File: src/rtl/tick_generator.sv
// ---------------------------------------------------------------------------
// tick_generator
//
// Multi-channel, runtime-programmable clock divider. Each channel divides clk
// by its own WIDTH-bit divisor D and produces:
//   - tick    : one-cycle enable pulse every D cycles
//   - clk_out : 50%-duty square wave of period 2*D (toggles on every tick)
//   - pending : a new divisor has been captured but is not active yet
//
// Divisor changes made while a channel is counting are held in a shadow
// register and applied at the next terminal count, so no short or long
// period is ever produced.
//
// Ports
//   clk      in   system clock, all logic on the rising edge
//   rst      in   synchronous active-high reset
//   sync     in   phase-align strobe, restarts every channel at once
//   en       in   [NUM_CH]        per-channel count enable
//   load     in   [NUM_CH]        per-channel divisor load strobe
//   div_in   in   [NUM_CH*WIDTH]  packed divisors, channel i at [i*WIDTH +: WIDTH]
//   tick     out  [NUM_CH]        registered one-cycle tick
//   clk_out  out  [NUM_CH]        registered square wave
//   pending  out  [NUM_CH]        registered shadow-valid flag
//
// Strobe semantics: load and sync are single-cycle strobes sampled on every
// rising edge while high. There is no backpressure; a load is always
// accepted, and a later load overwrites an earlier one that is still
// pending (last load wins).
// ---------------------------------------------------------------------------
module tick_generator #(
    parameter int          NUM_CH      = 4,
    parameter int          WIDTH       = 28,
    parameter int unsigned DEFAULT_DIV = 50000000
) (
    input  logic                    clk,
    input  logic                    rst,
    input  logic                    sync,
    input  logic [NUM_CH-1:0]       en,
    input  logic [NUM_CH-1:0]       load,
    input  logic [NUM_CH*WIDTH-1:0] div_in,
    output logic [NUM_CH-1:0]       tick,
    output logic [NUM_CH-1:0]       clk_out,
    output logic [NUM_CH-1:0]       pending
);

    localparam logic [WIDTH-1:0] DEF_DIV = WIDTH'(DEFAULT_DIV);
    localparam logic [WIDTH-1:0] ONE     = WIDTH'(1);

    // Registered per-channel state
    logic [WIDTH-1:0]  cnt_q    [NUM_CH];
    logic [WIDTH-1:0]  div_q    [NUM_CH];
    logic [WIDTH-1:0]  shadow_q [NUM_CH];
    logic [NUM_CH-1:0] tick_q;
    logic [NUM_CH-1:0] clk_q;
    logic [NUM_CH-1:0] pend_q;

    // Next-state values
    logic [WIDTH-1:0]  cnt_d    [NUM_CH];
    logic [WIDTH-1:0]  div_d    [NUM_CH];
    logic [WIDTH-1:0]  shadow_d [NUM_CH];
    logic [NUM_CH-1:0] tick_d;
    logic [NUM_CH-1:0] clk_d;
    logic [NUM_CH-1:0] pend_d;

    // Per-channel decode
    logic [NUM_CH-1:0] active;     // D != 0
    logic [NUM_CH-1:0] tc;         // terminal count this edge
    logic [WIDTH-1:0]  last_cnt [NUM_CH];
    logic [WIDTH-1:0]  div_slice [NUM_CH];

    always_comb begin
        cnt_d     = cnt_q;
        div_d     = div_q;
        shadow_d  = shadow_q;
        tick_d    = tick_q;
        clk_d     = clk_q;
        pend_d    = pend_q;
        active    = '0;
        tc        = '0;
        last_cnt  = cnt_q;
        div_slice = cnt_q;

        for (int i = 0; i < NUM_CH; i++) begin
            div_slice[i] = div_in[i*WIDTH +: WIDTH];
            active[i]    = (div_q[i] != '0);
            // D-1 is only formed for a non-zero divisor, so it never wraps.
            last_cnt[i]  = active[i] ? (div_q[i] - ONE) : '0;
            tc[i]        = en[i] && active[i] && (cnt_q[i] == last_cnt[i]);

            if (sync) begin
                // Restart every channel in phase; flush any deferred divisor,
                // with a same-cycle load taking precedence over the shadow.
                cnt_d[i]  = '0;
                tick_d[i] = 1'b0;
                clk_d[i]  = 1'b1;
                pend_d[i] = 1'b0;
                if (load[i]) begin
                    div_d[i] = div_slice[i];
                end else if (pend_q[i]) begin
                    div_d[i] = shadow_q[i];
                end
            end else if (tc[i]) begin
                cnt_d[i]  = '0;
                tick_d[i] = 1'b1;
                clk_d[i]  = ~clk_q[i];
                pend_d[i] = 1'b0;
                // A load landing on the TC edge wins over the older shadow
                // and takes effect for the period that starts now.
                if (load[i]) begin
                    div_d[i] = div_slice[i];
                end else if (pend_q[i]) begin
                    div_d[i] = shadow_q[i];
                end
            end else if (en[i] && active[i]) begin
                cnt_d[i]  = cnt_q[i] + ONE;
                tick_d[i] = 1'b0;
                // Mid-period load: park it until the current period ends.
                if (load[i]) begin
                    shadow_d[i] = div_slice[i];
                    pend_d[i]   = 1'b1;
                end
            end else begin
                // Disabled or idle (D=0): count and clk_out hold.
                tick_d[i] = 1'b0;
                if (!active[i]) begin
                    cnt_d[i] = '0;
                end
                // Nothing is counting, so a new divisor can apply at once.
                if (load[i]) begin
                    div_d[i]  = div_slice[i];
                    cnt_d[i]  = '0;
                    pend_d[i] = 1'b0;
                end
            end
        end
    end

    always_ff @(posedge clk) begin
        if (rst) begin
            for (int i = 0; i < NUM_CH; i++) begin
                cnt_q[i]    <= '0;
                div_q[i]    <= DEF_DIV;
                shadow_q[i] <= DEF_DIV;
            end
            tick_q <= '0;
            clk_q  <= '1;
            pend_q <= '0;
        end else begin
            cnt_q    <= cnt_d;
            div_q    <= div_d;
            shadow_q <= shadow_d;
            tick_q   <= tick_d;
            clk_q    <= clk_d;
            pend_q   <= pend_d;
        end
    end

    assign tick    = tick_q;
    assign clk_out = clk_q;
    assign pending = pend_q;

endmodule

File: config.mk
export PLATFORM = sky130hd
export DESIGN_NAME = tick_generator
export DESIGN_NICKNAME = d
export VERILOG_FILES = /design/src/rtl/tick_generator.sv
export SDC_FILE = /design/constraint.sdc
export NUM_CORES = 1
export LEC_CHECK = 0
export CAP_MARGIN = 20
export CORE_UTILIZATION = 30
export CTS_CLUSTER_DIAMETER = 80
export CTS_CLUSTER_SIZE = 30
export DETAILED_ROUTE_END_ITERATION = 10
export PLACE_DENSITY = 0.44
export SLEW_MARGIN = 10
export SYNTH_ARGS = -nofsm -noshare
export SYNTH_HDL_FRONTEND = slang
export SYNTH_SLANG_ARGS = --single-unit
File: constraint.sdc
create_clock -name clk -period 7.2 [get_ports clk]
set_input_delay 1.44 -clock clk [delete_from_list [all_inputs] [get_ports clk]]
set_output_delay 1.44 -clock clk [all_outputs]
set_load 0.05 [all_outputs]
# Yosys cells after proc, flatten, opt, wreduce, memory -nomap -nowiden
# Cells that the tools add are included.
# Widths: inputs -> output; s select.
op_classes:
  n_mux: 56
  bitwise_logic: 9
  n_reduce_logical: 29
  n_addsub: 8
  eq_ne: 12
op_table:
  columns: ["cell", "count"]
  rows:
  - ["$mux 28", 40]
  - ["$add 28x1->28 const B", 4]
  - ["$eq 28x28->1", 4]
  - ["$reduce_bool 28->1", 4]
  - ["$sub 28x1->28 const B", 4]
  - ["$mux 1", 16]
  - ["$reduce_and 4->1", 4]
  - ["$ne 3x2->1 const B", 4]
  - ["$ne 3x3->1 const B", 4]
  - ["$reduce_bool 3->1", 4]
  - ["$reduce_or 3->1", 4]
  - ["$not 1->1", 9]
  - ["$logic_and 1x1->1", 8]
  - ["$reduce_and 2->1", 4]
  - ["$reduce_or 2->1", 1]
totals:
  word_cells: 135
  reg_bits: 348

# Longest topological paths before layout
logic_depth:
  word_depth: 6
  depth_mapped: 18
  depth_no_buf: 13

# Worst setup path before layout
# No wires, ideal clock.
synth_path:
  kind: "register to register"
  from: "register div_q[84] (netlist bit)"
  to: "register div_q[100] (netlist bit)"
  setup_slack_ns: 2.994
  t_arrival_ns: 4.088
  setup_ns: 0.119
  path_stages_with_launch: 16
  period_less_slack_ns: 4.206
  required_ns: 7.081
  path_cell_list: "dfxtp_1 -> clkbuf_1 -> inv_1 -> ha_1 -> or4b_2 -> nor2_1 -> nand3_1 -> nor3_1 -> mux2i_1 -> xnor2_1 -> or4_1 -> or4b_4 -> o41ai_4 -> buf_6 -> a21oi_1 -> o221a_2"
synth_via:
  elab_chain_cells: 6
synth_rtl:
  columns: ["element", "line_no", "text"]
  rows:
  - ["start, declared", "51", "logic [WIDTH-1:0] div_q [NUM_CH];"]
  - ["start signal, assigned", "150", "div_q <= div_d;"]
  - ["$sub 28x1->28 or $reduce_bool 28->1 (tied branches)", "87, 85", null]
  - ["$mux 28", "87", "last_cnt[i] = active[i] ? (div_q[i] - ONE) : '0;"]
  - ["$eq 28x28->1", "88", "tc[i] = en[i] && active[i] && (cnt_q[i] == last_cnt[i]);"]
  - ["$logic_and 1x1->1", "88", null]
  - ["$ne 3x3->1 (no line), or another cell as far along", null, null]
  - ["$reduce_and 2->1 (no line) or $mux 28 (tied branches)", null, null]
# Several ways; a longest one is shown, not always the timed one.
# A chain may end at the register's enable or synchronous reset.

# Final worst setup path
layout_path:
  from: "register div_q[56] (netlist bit)"
  to: "register div_q[73] (netlist bit)"
# The elaborated chain is that of the path after synthesis.

==> impl_metrics.py <==
metrics = {
    "synthesis": {
        "synth.avg_cell_area_um2": 7.838,
        "yosysTopAreaCell": "dfxtp_1",
        "yosys_most_used_dff": "dfxtp_1",
        "synth_area_um2": 21840,
        "synth_edf_count": 0,
        "synth.distinct_cells": 99,
        "synth.yosys.seq_area_share": 0.3189,
        "synth_area_leaders": "dfxtp_1 32%, mux2i_1 6.6%, nor2_1 5.4%, a21oi_1 4.5%, nand2_1 3.5%",
        "synth_top_area_frac": 0.3189,
        "syn-num-nets": 2918,
        "ys_seq_elements": 348,
        "synth.most_common_cell": "dfxtp_1",
        "synth_warnings": 0,
        "syn_inst": 2787,
        "synth_commonest_cells": "348 x dfxtp_1, 313 x nor2_1, 205 x nand2_1, 197 x a21oi_1, 159 x clkbuf_1",
        "synth-async-reset-ratio": 0,
    },
    "clock_tree": {
        "cts-resized-gates": 0,
        "cts.hold.buffers_added": 0,
        "post_cts_buffers": 0,
        "worstSkewPairLatency_ps": 610,
        "cts_made_buffers": 29,
        "clock-sinks": 348,
        "clk_pin_slew_ps": 80,
        "cts_tree": "yes",
        "htreeDepth": 1,
        "clock-root-buffer": "clkbuf_16",
        "clock_path_buffers": 3,
    },
    "power_and_ir_drop": {
        "switching_share": 0.3086,
        "finalPower_uw": 4546,
        "p_int_uw": 3143,
        "p_switching_uw": 1403,
        "clockPowerShare": 0.372,
        "combinationalPowerShare": 0.163,
        "ir_worst_vdd_v": 0.0001618,
        "power_density_nw_per_um2": 183.5,
        "p_leak_uw": 0.008657,
        "power_frac_seq": 0.465,
    },
    "critical_path": {
        "path_max_fanout": 13,
        "r2r_start": "div_q[56]",
        "worstSetupStartpoint": "div_q[56]",
        "critPathRequiredTime_ps": 7690,
        "path_class": "reg2reg",
        "cp-start-kind": "register",
        "critPathCaptureType": "register",
        "crit_end": "div_q[73]",
        "reg2reg_slack_ps": 1670,
        "reg2reg_depth": 13,
        "timing.rr.end": "div_q[73]",
        "arrival_ps": 6020,
    },
    "detailed_routing": {
        "ant_nets": 0,
        "wl_met2_um": 33980,
        "highest_layer": "met4",
        "remaining_drc_errors": 0,
        "viasPerCell": 5.573,
        "dr.pass1.iters": 8,
        "wl_um": 73850,
        "wl_per_cell_um": 19.76,
        "wl_met1_um": 35680,
        "drtIter0Drc": 1593,
        "vias": 20830,
        "routed-wl-met3_um": 2755,
    },
    "timing": {
        "fin_setup_tns_ps": 0,
        "max_slew_margin": 0.2523,
        "clock-skew-final_ps": 22.02,
        "finalSetupViolCount": 0,
        "rsz0062_at_grt": "false",
        "tightest_slew_ps": 1113,
        "fin_crit_ps": 5526,
        "slew_violations": 0,
        "timing.final.crit_share": 0.7675,
        "max_freq_ghz": 0.1810,
        "hold_slack_ps": 482.7,
        "finalHoldViolations": 0,
    },
    "placed_design": {
        "gp_congestion": 0.9230,
        "dp_hpwl_um": 54240,
        "port_buffers": 134,
        "place_area_um2": 23660,
    },
    "floorplanning": {
        "initial_core_util": 0.3045,
        "die_h_um": 271.8,
        "num_rows": 98,
        "ios": 135,
        "coreArea_um2": 71730,
        "die_w_um": 271.8,
        "dieArea_um2": 73890,
    },
    "worst_hold_path": {
        "hold_path.class": "reg2reg",
        "holdPathStages": 2,
    },
    "global_routing": {
        "antenna_found_initial": 0,
        "grt_max_degree": 102,
        "grt_pass1_wl_um": 116000,
        "grt_pass1_vias": 19550,
        "track_usage": 0.1936,
        "overflow": 0,
    },
    "final_layout": {
        "area_delta_synth_final_pct": 13.42,
        "layout-drive-gt1-share": 0.07391,
        "fin_area_um2": 24780,
        "nets": 2896,
    },
    "status": {
        "outcome": "completed",
    },
    "job": {
        "cap_violations": 0,
    },
}
[cells in the final DEF, fill, tap and decap left out, types with 54 or more instances in the layout]
| cell type | netlist | routed |
|---|---|---|
| dfxtp_1 | 348 | 348 |
| clkdlybuf4s50_1 | 0 | 133 |
| o21ai_0 | 139 | 139 |
| nor4_1 | 67 | 66 |
| mux2i_1 | 145 | 145 |
| xnor2_1 | 60 | 60 |
| nor2_1 | 313 | 312 |
| nand2b_1 | 54 | 54 |
| nand2_1 | 205 | 205 |
| nor3_1 | 127 | 127 |
| inv_1 | 64 | 64 |
| a21oi_1 | 197 | 197 |
| and3_1 | 60 | 59 |
| nand3_1 | 72 | 70 |
[sequential cells by signal, indices dropped and copies added (netlist names)]
signal,flops
cnt_q,112
clk_out,4
pending,4
div_q,112
tick,4
shadow_q,112
[cell type report]
cell class                      instances  area [um2]
Multi-Input combinational cell       2151       13680
Antenna cell                            1       2.502
Fill cell                            7484       46960
Timing Repair Buffer                  171        1714
Sequential cell                       348        6967
Tap cell                              950        1189
Clock inverter                         21       225.2
Clock buffer                           32       757.0
Inverter                               64       240.2
[metal layers]
| metal | GRT usage | up-vias |
|---|---|---|
| met1 | 0.2710 | 10080 |
| met2 | 0.3183 | 431 |
| li1 | - | 10250 |
| met5 | 0 | - |
| met3 | 0.02151 | 67 |
| met4 | 0.04125 | 0 |
[cell families after synthesis]
kind of cell    count (synthesis)  share of synthesized area
simple gates                 1202                     0.2916
compound gates                690                     0.2189
flops                         348                     0.3189
buf+inv                       288                    0.05596
mux                           149                    0.06851
xor+xnor                      102                    0.04153
fa+ha+maj                       8                   0.004583
[stage by stage]
step | instances | worst slack (ps) | util
2_1_floorplan | 2787 | 2994 | -
3_3_place_gp | 3673 | 1447 | 0.3293
3_5_place_dp | 3677 | 1434 | 0.3299
4_1_cts | 3730 | 1414 | 0.3436
5_1_grt | 3737 | 1352 | 0.3454
6_report | 3738 | 1674 | 0.3454
[critical path: stages (launching register included)]
cell and delay (ps):
dfxtp_1 370, inv_1 80, ha_1 250, or4b_1 730, nor4_4 600, and3_1 460, nor3_1 80, o21a_1 210
or3b_1 380, or4_1 400, or4_1 810, nand2_8 290, nand3b_2 310, o221a_2 420
[how the worst min path moves through the flow]
stage               slack, ps         to          from
floorplan                 450  cnt_q[20]     cnt_q[20]
global placement          470  cnt_q[20]     cnt_q[20]
detailed placement        480  cnt_q[20]     cnt_q[20]
CTS                       490  cnt_q[20]     cnt_q[20]
global route              520  div_q[99]  shadow_q[99]
finish                    480  cnt_q[20]     cnt_q[20]
[power groups by stage]
stage          registers (uW)  logic, uW  clock network, uW
4_1_cts                  2110        736               1760
3_5_place_dp             2160        732                  0
5_1_grt                  2130        811               1830
2_1_floorplan            2100        533                  0
6_report                 2120        740               1690
3_3_place_gp             2160        726                  0
No activity file was read; power rests on OpenSTA's default activity.
